**config.mk**
```make
export PLATFORM = sky130hd
export DESIGN_NAME = bist_resp_compactor
export DESIGN_NICKNAME = d
export VERILOG_FILES = /design/src/rtl/bist_pkg.sv /design/src/rtl/misr_core.sv /design/src/rtl/bist_resp_compactor.sv
export SDC_FILE = /design/constraint.sdc
export NUM_CORES = 1
export LEC_CHECK = 0
export CAP_MARGIN = 20
export CELL_PAD_IN_SITES_DETAIL_PLACEMENT = 1
export CELL_PAD_IN_SITES_GLOBAL_PLACEMENT = 2
export CORE_UTILIZATION = 32
export DETAILED_ROUTE_END_ITERATION = 10
export GPL_TIMING_DRIVEN = 0
export PLACE_DENSITY = 0.83
export SLEW_MARGIN = 40
export SYNTH_ARGS = -nofsm -noshare
export SYNTH_HDL_FRONTEND = slang
export SYNTH_SLANG_ARGS = --single-unit
```
**constraint.sdc**
```tcl
create_clock -name CK -period 3 [get_ports CK]
set_clock_uncertainty 0.2 [all_clocks]
set_input_delay 0.3 -clock CK [delete_from_list [all_inputs] [get_ports CK]]
set_output_delay 0.3 -clock CK [all_outputs]
set_load 0.05 [all_outputs]
```
**src/rtl/bist_pkg.sv**
```systemverilog
// Shared BIST definitions: compactor states, MISR polynomial
// and widths common to the TPG and the response compactor.
package bist_pkg;

  typedef enum logic [2:0] {
    IDLE,
    PRIME,
    COMPACT,
    COMPARE,
    DONE
  } comp_state_e;

  localparam int unsigned BIST_SIG_W    = 16;
  localparam int unsigned BIST_N_CHAINS = 7;

  localparam logic [BIST_SIG_W-1:0] MISR_POLY16 = 16'h1021;

endpackage

```
**src/rtl/misr_core.sv**
```systemverilog
// Multiple-input signature register: shift-left Galois MISR
// with parallel injection of the scan-chain outputs.
module misr_core
  import bist_pkg::*;
#(
  parameter int unsigned SIG_W    = BIST_SIG_W,
  parameter int unsigned N_CHAINS = BIST_N_CHAINS,
  parameter logic [SIG_W-1:0] POLY = MISR_POLY16
) (
  input  logic                CK,
  input  logic                COMP_reset,
  input  logic                clr,
  input  logic                en,
  input  logic [N_CHAINS-1:0] d_in,
  output logic [SIG_W-1:0]    sig
);

  logic [SIG_W-1:0] sig_q;
  logic [SIG_W-1:0] sig_d;
  logic [SIG_W-1:0] fb;

  assign fb = sig_q[SIG_W-1] ? POLY : '0;

  always_comb begin
    sig_d = sig_q;
    if (clr) begin
      sig_d = '0;
    end else if (en) begin
      sig_d = {sig_q[SIG_W-2:0], 1'b0}
            ^ fb
            ^ SIG_W'(d_in);
    end
  end

  always_ff @(posedge CK or posedge COMP_reset) begin
    if (COMP_reset) sig_q <= '0;
    else            sig_q <= sig_d;
  end

  assign sig = sig_q;

endmodule

```
**src/rtl/bist_resp_compactor.sv**
```systemverilog
// BIST output-response analyser: skips the priming unload,
// compacts N_PATTERNS unloads into a MISR, checks golden.
module bist_resp_compactor
  import bist_pkg::*;
#(
  parameter int unsigned N_CHAINS   = BIST_N_CHAINS,
  parameter int unsigned SIG_W      = BIST_SIG_W,
  parameter int unsigned CHAIN_LEN  = 33,
  parameter int unsigned N_PATTERNS = 100,
  parameter logic [SIG_W-1:0] POLY  = MISR_POLY16,
  localparam int unsigned SW =
    (CHAIN_LEN > 1) ? $clog2(CHAIN_LEN) : 1,
  localparam int unsigned PW =
    $clog2(N_PATTERNS + 1)
) (
  input  logic                CK,
  input  logic                COMP_reset,
  input  logic                bist_en,
  input  logic                scan_en,
  input  logic [N_CHAINS-1:0] so_chain,
  input  logic [SIG_W-1:0]    golden_sig,
  output logic [SIG_W-1:0]    signature,
  output logic [PW-1:0]       pat_cnt,
  output logic                busy,
  output logic                done,
  output logic                pass
);

  comp_state_e state_q, state_d;

  logic [SW-1:0] shift_q, shift_d;
  logic [PW-1:0] pat_q, pat_d;
  logic          done_q, done_d;
  logic          pass_q, pass_d;
  logic          misr_clr;
  logic          misr_en;
  logic          last_shift;
  logic          pat_full;
  logic          sig_eq;
  logic [SIG_W-1:0] sig;

  assign last_shift = (shift_q == SW'(CHAIN_LEN - 1));
  assign pat_full   = (pat_q == PW'(N_PATTERNS));

  // An unknown signature must never report a pass in simulation.
`ifdef SYNTHESIS
  assign sig_eq = (sig == golden_sig);
`else
  assign sig_eq = !$isunknown(sig) && (sig == golden_sig);
`endif

  misr_core #(
    .SIG_W    (SIG_W),
    .N_CHAINS (N_CHAINS),
    .POLY     (POLY)
  ) u_misr (
    .CK         (CK),
    .COMP_reset (COMP_reset),
    .clr        (misr_clr),
    .en         (misr_en),
    .d_in       (so_chain),
    .sig        (sig)
  );

  always_ff @(posedge CK or posedge COMP_reset) begin
    if (COMP_reset) state_q <= IDLE;
    else            state_q <= state_d;
  end

  always_comb begin
    state_d = state_q;
    unique case (state_q)
      IDLE: begin
        if (bist_en) state_d = PRIME;
      end
      PRIME: begin
        if (!bist_en)
          state_d = IDLE;
        else if (scan_en && last_shift)
          state_d = COMPACT;
      end
      COMPACT: begin
        if (!bist_en)     state_d = IDLE;
        else if (pat_full) state_d = COMPARE;
      end
      COMPARE: begin
        state_d = bist_en ? DONE : IDLE;
      end
      DONE: begin
        if (!bist_en) state_d = IDLE;
      end
      default: state_d = IDLE;
    endcase
  end

  always_comb begin
    busy = 1'b0;
    unique case (state_q)
      PRIME, COMPACT, COMPARE: busy = 1'b1;
      default:                 busy = 1'b0;
    endcase
  end

  always_comb begin
    shift_d  = shift_q;
    pat_d    = pat_q;
    done_d   = done_q;
    pass_d   = pass_q;
    misr_clr = 1'b0;
    misr_en  = 1'b0;
    unique case (state_q)
      IDLE: begin
        if (bist_en) begin
          misr_clr = 1'b1;
          shift_d  = '0;
          pat_d    = '0;
          done_d   = 1'b0;
          pass_d   = 1'b0;
        end
      end
      PRIME: begin
        if (bist_en && scan_en)
          shift_d = last_shift ? '0
                  : shift_q + SW'(1);
      end
      COMPACT: begin
        if (bist_en && scan_en && !pat_full) begin
          misr_en = 1'b1;
          if (last_shift) begin
            shift_d = '0;
            pat_d   = pat_q + PW'(1);
          end else begin
            shift_d = shift_q + SW'(1);
          end
        end
      end
      COMPARE: begin
        if (bist_en) begin
          done_d = 1'b1;
          pass_d = sig_eq;
        end
      end
      default: ;
    endcase
    // Abort keeps signature and pattern count for debug.
    if (busy && !bist_en) begin
      done_d = 1'b0;
      pass_d = 1'b0;
    end
  end

  always_ff @(posedge CK or posedge COMP_reset) begin
    if (COMP_reset) begin
      shift_q <= '0;
      pat_q   <= '0;
      done_q  <= 1'b0;
      pass_q  <= 1'b0;
    end else begin
      shift_q <= shift_d;
      pat_q   <= pat_d;
      done_q  <= done_d;
      pass_q  <= pass_d;
    end
  end

  assign signature = sig;
  assign pat_cnt   = pat_q;
  assign done      = done_q;
  assign pass      = pass_q;

endmodule
```
==> results.json <==
{
  "outcome": "completed",
  "crit-reg2reg-capture": "u_misr.sig[10]",
  "grt_util_all_layers_pct": 18.4,
  "crit_path_top_delay_cell": "clkdlybuf4s50_1",
  "max-slew-margin-rel_pct": 59.2,
  "combPwrFrac_pct": 14.1,
  "yosysMostFrequentCell": "dfrtp_1",
  "crit_path_max_incr_delay_ns": 0.81,
  "p_leak_uw": 0.00119,
  "power_switching_share_pct": 27.0,
  "report.final.slew_viol_count": 0,
  "cell_mode_on_critical_path": "nor2_1",
  "number_of_cts_inserted_buffers": 5,
  "timing.reg2reg.worst_path_depth": 6,
  "postSynth.topFlopCell": "dfrtp_1",
  "post_cts_resize_count": 0,
  "hold_path_class": "input pin to asynchronous set/reset pin",
  "fmax_ghz": 0.357,
  "synth.cells.most_frequent": "34 x dfrtp_1, 23 x xor2_1, 16 x a22o_1",
  "synth.yosys.warnings": 0,
  "worst-path-max-fanout": 10,
  "dr_total_vias": 1786,
  "synth_enable_flop_cells": 0,
  "period_needed_ns": 2.80,
  "synth_fp_nets": 238,
  "grt_setup_unrepaired": "false",
  "detailedPlace.worstSlack_ns": 0.509,
  "first_global_vias": 1906,
  "io_pins": 53,
  "area_growth_syn_to_layout_pct": 34.7,
  "initial_util_pct": 33.8,
  "nNetsFinal": 297,
  "cts_num_sinks": 34,
  "ctsRootBufferMaster": "clkbuf_8",
  "startpoint_type_of_the_worst_setup_path": "flip-flop",
  "worst_setup_path_end_kind": "primary output",
  "port-buffer-count": 52,
  "synth_top_area_share_pct": 41.8,
  "rr_startpoint": "state_q[0]",
  "maxCapViolCount": 0,
  "clock_tree.buffer_depth": 2,
  "multi_input_comb_area_um2": 1090,
  "dp_hpwl_mm": 4.09,
  "finalWirelength_mm": 5.45,
  "cp_data_arrival_time_ns": 2.30,
  "post_synthesis_instance_area_um2": 2040,
  "ir_worst_vdd_uv": 161,
  "num-fill-cells": 687,
  "ratio_of_cells_with_drive_above_1_in_the_final_layout_pct": 7.87,
  "grt_antenna_before_repair": 0,
  "grt_pass1_wl_mm": 9.21,
  "cp_cell_sequence": "buf_2 -> buf_1 -> nor2_1 -> nor2_1 -> clkdlybuf4s50_1",
  "p_per_area_nw_per_um2": 360,
  "ys_ff_latch": 34,
  "seq_area_frac_synth_pct": 41.8,
  "cts_hold_repair.buffers": 0,
  "worstMarginPinSlew_ns": 0.611,
  "finalHoldViolCount": 0,
  "timing.final.ws_setup_ns": 0.202,
  "ff_latch_area_um2": 851,
  "timing_worst_setup_path_type": "flip-flop to primary output",
  "die_area_um2": 6690,
  "post_synth_num_cell_types": 48,
  "routed_via_density": 5.22,
  "drc_errors": 0,
  "fin_area_um2": 2740,
  "post_synth_main_area_contributors": "dfrtp_1 42%, xor2_1 9.9%, a22o_1 6.9%",
  "switchingPower_uw": 267,
  "antenna_cell_count": 0,
  "synth-async-reset-ratio_pct": 100,
  "setup_tns_ns": 0,
  "gp_routability_congestion": 0.734,
  "p_seq_share_pct": 49.0,
  "synth.avg_cell_area_um2": 9.84,
  "setup.reg_to_reg.worst_slack_ns": 0.82,
  "synthesis.instances": 207,
  "routedWlPerCell_um": 15.9,
  "worstSkewPairLatency_ns": 0.29,
  "cp.required_ns": 2.50,
  "cell_internal_pwr_uw": 721,
  "grt_start_max_net_pins": 35,
  "dpl-instance-area_um2": 2650,
  "tritoncts_clock_tree": "yes",
  "clkPwrFrac_pct": 36.9,
  "dr.first_iter.drc_count": 53,
  "setup_viol_count_final": 0,
  "grt_overflow": 0,
  "cell_accounting_for_the_most_synthesized_area": "dfrtp_1",
  "final_min_period_over_clock_period_pct": 93.3,
  "antenna_violating_nets_post_route": 0,
  "placeableCoreArea_um2": 6030,
  "clock_pin_slew_reported_for_the_worst_setup_and_hold_paths_after_clock_tree_synthesis_ns": 0.08,
  "htree_num_levels": 2,
  "num_rows": 28,
  "number_of_setup_buffers_added_after_cts": 0,
  "chipHeight_um": 81.8,
  "dieWidth_um": 81.8,
  "first_pass_iters": 4
}
## cells in the final DEF, fill, tap and decap left out, types with 4 or more instances in the layout
cell type	netlist	final
buf_2	4	4
ha_1	4	4
nor3_1	4	4
o22ai_1	4	4
nor2_1	7	7
dfrtp_1	34	34
a22oi_1	5	5
clkbuf_8	0	6
nand3_1	13	13
nand4_1	8	8
xor2_1	23	23
o211ai_1	5	5
a22o_1	16	16
nand2_1	15	15
inv_1	11	10
o21ai_1	4	4
clkdlybuf4s50_1	0	52
clkbuf_1	4	5
## flip-flops by register name, summed over array words and instances (netlist names)
signal	count
u_misr.sig	16
shift_q	6
pat_cnt	7
done	1
state_q	3
pass	1
## metal layers
metal	routed length, um	global-route usage, %	part of all wire (%)	up-vias
met5	0	0	0	-
met4	51	4.74	0.94	0
met3	345	6.00	6.3	7
met2	2590	31.5	47	46
met1	2470	22.1	45	855
li1	-	-	-	878
## how the worst max path moves through the flow
stage | cells after the start | startpoint | endpoint
2_1_floorplan | 7 | pat_cnt[0] | u_misr.sig[10]
3_3_place_gp | 5 | state_q[1] | busy
3_5_place_dp | 5 | state_q[1] | busy
4_1_cts | 5 | state_q[1] | busy
5_1_grt | 5 | state_q[1] | busy
6_report | 5 | state_q[1] | busy
## critical path: cells and delay by family (launching register included)
family	cells	cell delay [ns]
AND/OR/NAND/NOR	2	0.23
buffers and inverters	3	1.44
flip-flops	1	0.33
## cell families after synthesis
logic type / synth area share (%)
AND/OR/NAND/NOR: 19.6
flip-flops: 41.8
adder cells (fa/ha/maj): 2.46
buffers and inverters: 4.85
multiplexers: 0.491
XOR/XNOR: 11.2
AO/OA/AOI/OAI: 19.7
## cell type report
| type | count | share of cell area [%] |
|---|---|---|
| flip-flops and latches | 34 | 31.0 |
| plain buffers | 10 | 1.82 |
| inverters | 13 | 1.82 |
| clock buffers | 7 | 3.15 |
| clock inverters | 1 | 0.182 |
| multi-input cells | 150 | 39.6 |
| repair buffers | 52 | 19.0 |
| well taps | 75 | 3.42 |
## stage by stage
| stage | hold slack, ns | power [uW] | std cells | utilization, % |
|---|---|---|---|---|
| floorplan | 0.242 | 568 | 207 | - |
| global placement | 0.297 | 630 | 334 | 44.0 |
| detailed placement | 0.309 | 633 | 334 | 44.0 |
| CTS | 0.281 | 1000 | 342 | 45.5 |
| global route | 0.251 | 1030 | 342 | 45.5 |
| finish | 0.178 | 988 | 342 | 45.5 |
## power by group through the flow
| stage | clock network, uW | registers (uW) | logic, uW |
|---|---|---|---|
| floorplan | 0 | 488 | 80.6 |
| finish | 365 | 484 | 139 |
| global route | 394 | 485 | 154 |
| global placement | 0 | 491 | 139 |
| CTS | 380 | 483 | 142 |
| detailed placement | 0 | 492 | 141 |
Note: power is estimated with default switching activity, not from simulation.
